### src/rtl/reset_seq.sv
// Reset sequencer: holds all downstream resets, then releases them one stage at a
// time with a programmable inter-stage delay. Supports software and watchdog restarts.
module reset_seq #(
  parameter int N_OUT    = 4,
  parameter int HOLD_CYC = 4,
  parameter int DLY_W    = 8
) (
  input  logic             i_clk,
  input  logic             i_rst_n,
  input  logic [DLY_W-1:0] i_stage_dly,
  input  logic             i_sw_rst_req,
  input  logic             i_wdt_rst,
  output logic [N_OUT-1:0] o_rst,
  output logic             o_busy,
  output logic             o_sw_rst_ack,
  output logic [1:0]       o_cause
);

  localparam int IDX_W = (N_OUT > 1) ? $clog2(N_OUT) : 1;
  localparam int HC_W  = (HOLD_CYC > 1) ? $clog2(HOLD_CYC + 1) : 1;
  localparam logic [IDX_W-1:0] LAST_IDX  = IDX_W'(N_OUT - 1);
  localparam logic [HC_W-1:0]  HOLD_LAST = HC_W'(HOLD_CYC - 1);

  localparam logic [1:0] CAUSE_POR = 2'b00;
  localparam logic [1:0] CAUSE_SW  = 2'b01;
  localparam logic [1:0] CAUSE_WDT = 2'b10;

  typedef enum logic [1:0] {HOLD, RELEASE, DONE} state_t;

  state_t           state;
  logic [1:0]       sync_ff;
  logic             rst_sync;
  logic [HC_W-1:0]  hold_cnt;
  logic [DLY_W-1:0] cnt;
  logic [DLY_W-1:0] dly_lat;
  logic [IDX_W-1:0] idx;
  logic             restart;

  // Assertion is asynchronous; release is brought into the clock domain by two flops.
  always_ff @(posedge i_clk or negedge i_rst_n) begin
    if (!i_rst_n) sync_ff <= 2'b00;
    else          sync_ff <= {sync_ff[0], 1'b1};
  end
  assign rst_sync = sync_ff[1];

  // Watchdog wins over software; software is only honoured once the sequence is done.
  assign restart = i_wdt_rst || (i_sw_rst_req && (state == DONE));

  always_ff @(posedge i_clk or negedge i_rst_n) begin
    if (!i_rst_n) begin
      state        <= HOLD;
      hold_cnt     <= '0;
      cnt          <= '0;
      idx          <= '0;
      dly_lat      <= '0;
      o_rst        <= '1;
      o_busy       <= 1'b1;
      o_sw_rst_ack <= 1'b0;
      o_cause      <= CAUSE_POR;
    end else begin
      o_sw_rst_ack <= 1'b0;
      if (restart) begin
        state    <= HOLD;
        hold_cnt <= '0;
        cnt      <= '0;
        idx      <= '0;
        o_rst    <= '1;
        o_busy   <= 1'b1;
        if (i_wdt_rst) begin
          o_cause <= CAUSE_WDT;
        end else begin
          o_cause      <= CAUSE_SW;
          o_sw_rst_ack <= 1'b1;
        end
      end else begin
        case (state)
          HOLD: begin
            if (!rst_sync) begin
              hold_cnt <= '0;
            end else if (hold_cnt == HOLD_LAST) begin
              state    <= RELEASE;
              hold_cnt <= '0;
              cnt      <= '0;
              idx      <= '0;
              dly_lat  <= i_stage_dly;
            end else begin
              hold_cnt <= hold_cnt + 1'b1;
            end
          end
          RELEASE: begin
            if (cnt == dly_lat) begin
              o_rst[idx] <= 1'b0;
              cnt        <= '0;
              dly_lat    <= i_stage_dly;
              if (idx == LAST_IDX) begin
                state  <= DONE;
                o_busy <= 1'b0;
                idx    <= '0;
              end else begin
                idx <= idx + 1'b1;
              end
            end else begin
              cnt <= cnt + 1'b1;
            end
          end
          DONE: begin
          end
          default: state <= HOLD;
        endcase
      end
    end
  end

endmodule

### config.mk
export PLATFORM = sky130hd
export DESIGN_NAME = reset_seq
export DESIGN_NICKNAME = d
export VERILOG_FILES = /design/src/rtl/reset_seq.sv
export SDC_FILE = /design/constraint.sdc
export NUM_CORES = 1
export LEC_CHECK = 0
export BUFFER_PORTS_ARGS = -buffer_cell sky130_fd_sc_hd__buf_2
export CORE_MARGIN = 1.5
export CORE_UTILIZATION = 50
export CTS_CLUSTER_DIAMETER = 120
export DETAILED_ROUTE_END_ITERATION = 8
export GPL_TIMING_DRIVEN = 0
export PLACE_DENSITY = 0.84
export REMOVE_ABC_BUFFERS = 1
export SLEW_MARGIN = 30
export SYNTH_ARGS = -nofsm -noshare
export SYNTH_HDL_FRONTEND = slang
export SYNTH_SLANG_ARGS = --single-unit
export TNS_END_PERCENT = 20
### constraint.sdc
create_clock -name i_clk -period 1.7 [get_ports i_clk]
set_input_delay 0.34 -clock i_clk [delete_from_list [all_inputs] [get_ports i_clk]]
set_output_delay 0.34 -clock i_clk [all_outputs]
set_load 0.03 [all_outputs]
==> impl_metrics.tcl <==
set metrics [dict create \
    clock_path_buffers 2 \
    grt_pass1_vias 1452 \
    clk_pin_slew_ns 0.07 \
    die_h_um 65.82 \
    reg2reg_slack_ns -0.01 \
    share_comb_of_total_power_pct 26.0 \
    p_clk_share_pct 26.8 \
    grt_max_degree 34 \
    rsz0062_at_grt "true" \
    cts_made_buffers 5 \
    wl_um 4198 \
    antenna_found_initial 0 \
    drv_slew 0 \
    path_class "register to register" \
    std_cell_rows 22 \
    power.density_nw_per_um2 957.0 \
    ioPinCount 20 \
    utilization_pct 60.77 \
    synth_flop_cell "dfrtp_1" \
    drt_iter0_markers 98 \
    hold_class "input pin to asynchronous set/reset pin" \
    antenna_left 0 \
    overflow 0 \
    worst_pin_slew_ns 0.7252 \
    fin_crit_ns 1.711 \
    nets 228 \
    routed_via_density 5.938 \
    vias 1538 \
    p_switching_mw 0.7121 \
    grt_first_pass_wirelength_um 6913 \
    setup_viol 1 \
    dp_hpwl_um 2655 \
    synth_edf_count 0 \
    endpoint_kind "register" \
    start_kind "register" \
    min_period_over_period_pct 100.6 \
    synth_area_sq_um 1973 \
    cts_tree "yes" \
    reg2reg_depth 5 \
    drive_gt1_share_pct 32.70 \
    clock.fmax_mhz 584.6 \
    dr.pass1.iters 4 \
    cts_root_buf "clkbuf_8" \
    max_cap_viol_count 0 \
    yosysWarningCount 0 \
    fin_cells 259 \
    setup_ws_ns -0.01056 \
    drc 0 \
    violations "negative setup slack" \
    outcome "finished with violations" \
    finClkSkew_ns 0.003238 \
    slew_headroom_pct 51.66 \
    clk_latency_ns 0.30 \
    h-tree-depth 2 \
    swShare_pct 32.95 \
    initial_utilization_pct 53.10 \
    diodes 0 \
    synth_seq_area_share_pct 42.17 \
    yosys_register_bits 33 \
    hold_viol_final 0 \
    fillers 287 \
    critPathRequiredTime_ns 1.87 \
    coreArea_sq_um 3716 \
    cp.arrival_ns 1.88 \
    seqPwrFrac_pct 47.3 \
    syn-mean-instance-area_sq_um 10.44 \
    area_growth_pct 14.46 \
    yosysUniqueCellTypes 51 \
    cp_max_fo 13 \
    leakage_nw 0.8476 \
    r2r-start "state[0]" \
    r2r-end "cnt[5]" \
    wl_per_cell_um 16.21 \
    io_buffers 19 \
    dp.cells 245 \
    die_w_um 65.82 \
    p_int_mw 1.449 \
    grtUsageTotal_pct 21.50 \
    synthCells 189 \
    place.gp.congestion 0.8448 \
    cts_num_sinks 33 \
    ir_worst_vdd_v 0.0004155 \
    dieArea_sq_um 4332 \
    synthArstFlopShare_pct 100.0 \
]
==> registers in the layout, summed over array words and instances (netlist names) <==
name          flops
cnt               8
o_busy            1
hold_cnt          3
dly_lat           8
idx               2
o_sw_rst_ack      1
o_cause           2
o_rst             4
sync_ff           2
state             2
==> power groups by stage <==
| stage | registers, mW | clock network (mW) | logic, mW |
|---|---|---|---|
| after global routing | 1.03 | 0.630 | 0.622 |
| after detailed placement | 1.00 | 0 | 0.465 |
| after CTS | 0.995 | 0.582 | 0.514 |
| final | 1.02 | 0.578 | 0.561 |
| after global placement | 1.00 | 0 | 0.441 |
| after floorplan | 0.976 | 0 | 0.357 |
==> cell usage in the layout (no fill, tap or decap), types with 7 or more instances in the layout <==
| master | n |
|---|---|
| and2_2 | 8 |
| buf_2 | 19 |
| dfrtp_1 | 26 |
| mux2i_1 | 8 |
| nand2_1 | 18 |
| nand4_1 | 17 |
| nor2_1 | 7 |
| o211ai_1 | 9 |
==> cells by family after synthesis <==
group / Yosys count / share of synthesized area (%)
simple gates: 72 / 22.01
flops: 33 / 42.17
mux: 10 / 5.200
other cells: 1 / 0.1901
fa+ha+maj: 6 / 3.805
compound gates: 39 / 15.54
xor+xnor: 10 / 4.439
buf+inv: 18 / 6.658
==> layer usage <==
layer | track usage, % | wire length, um
met2 | 31.94 | 1970
met5 | 0 | 0
met4 | 10.68 | 106
met3 | 6.303 | 175
met1 | 28.51 | 1946
==> per-stage QoR <==
stage                     total power [mW]  setup TNS [ns]  instance area, sq um  setup WS [ns]  hold WS, ns
after global routing                 2.281         -0.1904                  2258       -0.05675       0.1672
after floorplan                      1.333          -3.669                  1864        -0.5365      0.04441
after CTS                            2.091        -0.09279                  2180       -0.02836       0.1259
after global placement               1.441          -11.97                  2019         -1.109       0.3338
final                                2.161        -0.01056                  2258       -0.01056      0.09964
after detailed placement             1.466          -4.954                  2033        -0.4997       0.3347
==> worst max path at each step <==
stage | slack (ns) | to | from | cells after the start
global route | -0.06 | cnt[5] | state[1] | 5
CTS | -0.03 | idx[1] | cnt[4] | 4
global placement | -1.11 | cnt[5] | state[1] | 4
floorplan | -0.54 | cnt[5] | state[1] | 4
finish | -0.01 | cnt[5] | state[0] | 5
detailed placement | -0.50 | dly_lat[0] | state[1] | 4
==> cells in the mapped netlist (all sizes together) (2+ instances only) <==
library cell  instances  area, sq um
dfrtp                28        700.7
nand2                18        67.56
nand4                17        106.4
o211ai               11        92.58
buf                   9        77.57
nor2                  9        38.79
xnor2                 9        78.83
and2                  8        60.06
mux2i                 8        80.08
a21o                  6        45.04
ha                    6        75.07
inv                   6        22.52
o21ai                 6        30.03
dfstp                 5        131.4
clkbuf                3        31.28
nand2b                3        18.77
nand3                 3        15.01
o311ai                3        26.28
a21oi                 2        10.01
and4                  2        17.52
mux2                  2        22.52
o31ai                 2        15.01
or3b                  2        17.52
==> final cells by class <==
cell class	count	area, sq um	share of cell area, %
Tap cell	48	60.06	2.659
Clock inverter	2	10.01	0.4432
Inverter	6	22.52	0.9972
Clock buffer	6	72.57	3.213
Multi-Input combinational cell	138	1099	48.64
Sequential cell	33	834.6	36.95
Timing Repair Buffer	26	160.2	7.091
==> critical path, stage by stage, from the launching register on <==
cell and delay [ns]:
dfrtp_2 0.48, and2b_4 0.26, nor4b_4 0.31, buf_4 0.20, a2111oi_1 0.06, a221o_1 0.28
==> repair_timing <==
item	in CTS	in global routing
resized for setup	12	8
hold buffers	0	0
buffers inserted	3	3
endpoints found under the setup margin	22	18
pin swaps	2	4
No activity file was read; power rests on OpenSTA's default activity.
